==> config.mk <==
export PLATFORM = sky130hd
export DESIGN_NAME = regfile_2w2r
export DESIGN_NICKNAME = d
export VERILOG_FILES = /design/src/rtl/regfile_2w2r.sv
export SDC_FILE = /design/constraint.sdc
export NUM_CORES = 1
export LEC_CHECK = 0
export ABC_CLOCK_PERIOD_IN_PS = 1900
export BUFFER_PORTS_ARGS = -buffer_cell sky130_fd_sc_hd__buf_2
export CAP_MARGIN = 20
export CORE_MARGIN = 2
export CORE_UTILIZATION = 30
export CTS_BUF_LIST = sky130_fd_sc_hd__clkbuf_4
export CTS_CLUSTER_DIAMETER = 50
export DETAILED_ROUTE_END_ITERATION = 10
export PLACE_DENSITY_LB_ADDON = 0.08
export SYNTH_ARGS = -nofsm -noshare
export SYNTH_HDL_FRONTEND = slang
export SYNTH_SLANG_ARGS = --single-unit
==> constraint.sdc <==
create_clock -name sys_clk -period 1.9 [get_ports sys_clk]
set_input_delay 0.38 -clock sys_clk [delete_from_list [all_inputs] [get_ports sys_clk]]
set_output_delay 0.38 -clock sys_clk [all_outputs]
set_load 0.01 [all_outputs]
==> src/rtl/regfile_2w2r.sv <==
// regfile_2w2r: parametrised two-write / two-read register file with an
// optional hardwired-zero register 0, optional write-to-read bypass,
// optional registered reads and a one-register-per-cycle clear sweep.
//
// Ports:
//   sys_clk        clock, all state updates on the rising edge
//   sys_rst_n      synchronous active-low reset
//   ra1, ra2       read addresses
//   rd1, rd2       read data (combinational, or registered when READ_REG=1)
//   we0/wa0/wd0    write port 0
//   we1/wa1/wd1    write port 1 (wins over port 0 on an address collision)
//   clr_req        single-cycle pulse that starts the clear sweep
//   busy           high while the clear sweep runs
module regfile_2w2r #(
    parameter int unsigned DATA_W   = 8,
    parameter int unsigned ADDR_W   = 3,
    parameter int unsigned ZERO_REG = 0,
    parameter int unsigned BYPASS   = 0,
    parameter int unsigned READ_REG = 0
) (
    input  logic              sys_clk,
    input  logic              sys_rst_n,
    input  logic [ADDR_W-1:0] ra1,
    input  logic [ADDR_W-1:0] ra2,
    output logic [DATA_W-1:0] rd1,
    output logic [DATA_W-1:0] rd2,
    input  logic              we0,
    input  logic [ADDR_W-1:0] wa0,
    input  logic [DATA_W-1:0] wd0,
    input  logic              we1,
    input  logic [ADDR_W-1:0] wa1,
    input  logic [DATA_W-1:0] wd1,
    input  logic              clr_req,
    output logic              busy
);

    localparam int unsigned       DEPTH    = 1 << ADDR_W;
    localparam logic [ADDR_W-1:0] LAST_IDX = ADDR_W'(DEPTH - 1);

    typedef enum logic {
        IDLE  = 1'b0,
        SWEEP = 1'b1
    } state_t;

    state_t              state;
    logic [ADDR_W-1:0]   cnt;
    logic [DATA_W-1:0]   rf [DEPTH];

    logic                wr0_ok;
    logic                wr1_ok;
    logic                byp_ok;
    logic [DATA_W-1:0]   sel1;
    logic [DATA_W-1:0]   sel2;

    // Port write qualification; address 0 is read-only when hardwired to zero.
    always_comb begin
        wr0_ok = we0;
        wr1_ok = we1;
        if (ZERO_REG != 0) begin
            if (wa0 == '0) wr0_ok = 1'b0;
            if (wa1 == '0) wr1_ok = 1'b0;
        end
    end

    // Array, sweep counter and clear FSM.
    always_ff @(posedge sys_clk) begin
        if (!sys_rst_n) begin
            for (int unsigned i = 0; i < DEPTH; i++) begin
                rf[ADDR_W'(i)] <= '0;
            end
            state <= IDLE;
            cnt   <= '0;
            busy  <= 1'b0;
        end else begin
            case (state)
                IDLE: begin
                    if (clr_req) begin
                        // A clear request wins over any same-cycle write.
                        rf['0] <= '0;
                        cnt    <= ADDR_W'(1);
                        busy   <= 1'b1;
                        state  <= SWEEP;
                    end else begin
                        // Port 1 is assigned last so it wins on a collision.
                        if (wr0_ok) rf[wa0] <= wd0;
                        if (wr1_ok) rf[wa1] <= wd1;
                    end
                end
                SWEEP: begin
                    rf[cnt] <= '0;
                    if (cnt == LAST_IDX) begin
                        cnt   <= '0;
                        busy  <= 1'b0;
                        state <= IDLE;
                    end else begin
                        cnt <= cnt + ADDR_W'(1);
                    end
                end
                default: begin
                    state <= IDLE;
                    busy  <= 1'b0;
                    cnt   <= '0;
                end
            endcase
        end
    end

    // Writes are dropped during a sweep, so bypass must not forward them.
    assign byp_ok = (BYPASS != 0) && !busy;

    // Read-port selection: array, then bypass (port 1 over port 0), then zero.
    always_comb begin
        sel1 = rf[ra1];
        if (byp_ok && we0 && (wa0 == ra1)) sel1 = wd0;
        if (byp_ok && we1 && (wa1 == ra1)) sel1 = wd1;
        if ((ZERO_REG != 0) && (ra1 == '0)) sel1 = '0;

        sel2 = rf[ra2];
        if (byp_ok && we0 && (wa0 == ra2)) sel2 = wd0;
        if (byp_ok && we1 && (wa1 == ra2)) sel2 = wd1;
        if ((ZERO_REG != 0) && (ra2 == '0)) sel2 = '0;
    end

    // Output stage: registered or pass-through.
    generate
        if (READ_REG != 0) begin : g_rd_reg
            always_ff @(posedge sys_clk) begin
                if (!sys_rst_n) begin
                    rd1 <= '0;
                    rd2 <= '0;
                end else begin
                    rd1 <= sel1;
                    rd2 <= sel2;
                end
            end
        end else begin : g_rd_comb
            assign rd1 = sel1;
            assign rd2 = sel2;
        end
    endgenerate

endmodule

==> reports/metrics.cfg <==
[run_status]
status = complete, but fails checks
violations = negative setup slack

[cells_and_area]
multi_input_area_um2 = 2550
design_area_um2 = 5820
final_cell_mix = nand3_1, edfxtp_1, o31ai_1
register_area_um2 = 2020
fill_cells = 1513
layout-drive-gt1-share_pct = 44.0
synthToLayoutAreaGrowth_pct = 22.9
final_common_cell = nand3_1
post-route-util_pct = 38.0
nets = 475

[setup_path]
cp.required_ns = 1.52
endpoint_kind = primary output
crit_path_max_fanout = 2
start_kind = flop
cp.arrival_ns = 1.84
path_class = reg -> out

[grt]
grt_max_degree = 20
grt_pass1_wl_um = 23500
grt_pass1_vias = 3611
grtUsageTotal_pct = 19.3
gr-total-overflow = 0
antenna_found_initial = 1

[synthesis]
synthCells = 380
synth_nets = 415
ys.flop_type = edfxtp_1
synth_edf_count = 64
synthDistinctLibCells = 46
async_flop_share_pct = 0
ys_ff_latch = 69
syn_avg_cell_area_um2 = 12.5
synth_area_leaders = edfxtp_1, mux4_2, o31ai_1, nand3_1, mux2_2
ys_seq_area_share_pct = 42.7
yosysTopAreaCell = edfxtp_1
synth_top_area_share_pct = 40.5
ys_warn_count = 0
syn_area_um2 = 4740

[floorplan]
rows = 45
die_h_um = 130
die_w_um = 130
dieArea_um2 = 16800
initial_core_util_pct = 30.9
core_um2 = 15300
ios = 50

[clocking]
cts.sinks = 69
clkTransAtPathRegs_ns = 0.13
tritoncts = done
clk_latency_ns = 0.45
cts_root_buffer = clkbuf_4
clk_path_buf_depth = 2
cts_made_buffers = 9
cts_setup_buffers = 0
cts_htree_levels = 3

[timing]
period_share_pct = 117
clock.fmax_mhz = 451
fin_skew_ns = 0.0189
hold_viol_final = 0
layout_setup_ws_ns = -0.316
rsz0062_at_grt = true
slew_headroom_pct = 68.8
drv_slew = 0
worstMarginPinSlew_ns = 0.464
holdWs_ns = 0.201
min_period_ns = 2.22
setup_viol = 16

[detailed_routing]
drtIter0Drc = 463
vias_per_cell = 5.55
ant_nets = 0
via_count = 3645
drc = 0
routedWlPerCell_um = 23.5
first_pass_iters = 5
routed_wl_um = 15400

[placement]
dpl_cell_area_um2 = 5460
place_congestion = 0.851
preCtsSetupSlack_ns = -0.131
post-dp-hpwl_um = 12200
io_buffers = 49

[power_and_ir_drop]
p_leak_nw = 2.15
power_mw = 3.58
power_density_nw_per_um2 = 615
irDropWorstVdd_mv = 0.273

[flow_run]
maxCapViolations = 0

[hold_path]
hp-class = in -> reg

## critical path: stages, from the launching register on
cell      delay (ns)
edfxtp_1        0.47
mux4_2          0.50
mux2_4          0.29
buf_6           0.12
## state kept, by name (all words and copies together), names as in the netlist
| name | flops |
|---|---|
| cnt | 3 |
| rf | 64 |
| state | 1 |
| busy | 1 |
## metal layers
metal  GRT usage [%]  part of all wire, %  wire length, um  vias to the layer above
met5               0                    0                0                        -
met4            5.76                  1.9              294                        0
met3            2.99                  5.5              855                       20
met2            30.3                   46             7110                      153
met1            27.6                   47             7180                     1803
li1                -                    -                -                     1669
## area by class of cell
class,count,area share [%]
multi-input combinational,255,43.8
inverter,3,0.193
sequential,69,34.7
timing repair buffer,102,14.3
clock buffer,9,1.16
clock inverter,7,1.27
tap,211,4.53
antenna,1,0.0430
## path summary, 6_finish.rpt
kind / startpoint / endpoint / slack, ns / cells after the start
hold reg to reg: busy$_SDFFE_PN0P_ / busy$_SDFFE_PN0P_ / 0.49 / 2
setup reg to reg: state$_SDFF_PN0_ / rf[7][6]$_DFFE_PP_ / 0.05 / 5
setup / recovery: rf[2][1]$_DFFE_PP_ / rd1[1] / -0.32 / 3
hold / removal: sys_rst_n / state$_SDFF_PN0_ / 0.20 / 2
## through the flow
step                setup TNS [ns]  std cells
CTS                          -4.99        656
detailed placement           -1.87        640
floorplan                  -0.0583        380
finish                       -4.53        657
global placement             -1.66        640
global route                 -5.39        657
## logic make-up after synthesis
logic type	synth area share [%]
AO/OA/AOI/OAI	14.1
adder cells (fa/ha/maj)	0.528
buffers and inverters	6.12
flip-flops	42.7
multiplexers	19.0
AND/OR/NAND/NOR	17.6
## what timing repair did
| item | in CTS | in global routing |
|---|---|---|
| hold endpoints to repair | 0 | 0 |
| endpoints found under the setup margin | 17 | 27 |
| resized for setup | 36 | 11 |
| pin swaps | 0 | 2 |
| hold buffers | 0 | 0 |
## where the power goes
group	total [mW]	internal [mW]	switching, mW
logic	0.780	0.390	0.390
clock network	1.00	0.404	0.597
registers	1.80	1.74	0.0551
total	3.58	2.54	1.04
## Yosys cell counts, types with 2 or more instances
cell type / number
a21oi_1: 3
a31oi_4: 3
and2_0: 3
and2_1: 6
and3b_1: 3
and4b_1: 2
buf_1: 12
buf_2: 33
buf_4: 2
buf_6: 2
clkbuf_1: 3
dfxtp_1: 5
edfxtp_1: 64
ha_1: 2
inv_1: 3
mux2_2: 16
mux4_2: 32
nand2_1: 10
nand2b_1: 2
nand3_1: 69
nand3_4: 2
nand3b_4: 6
nor2b_1: 2
nor3b_1: 2
nor3b_2: 3
o211ai_1: 7
o31ai_1: 64
Note: power is estimated with default switching activity, not from simulation.
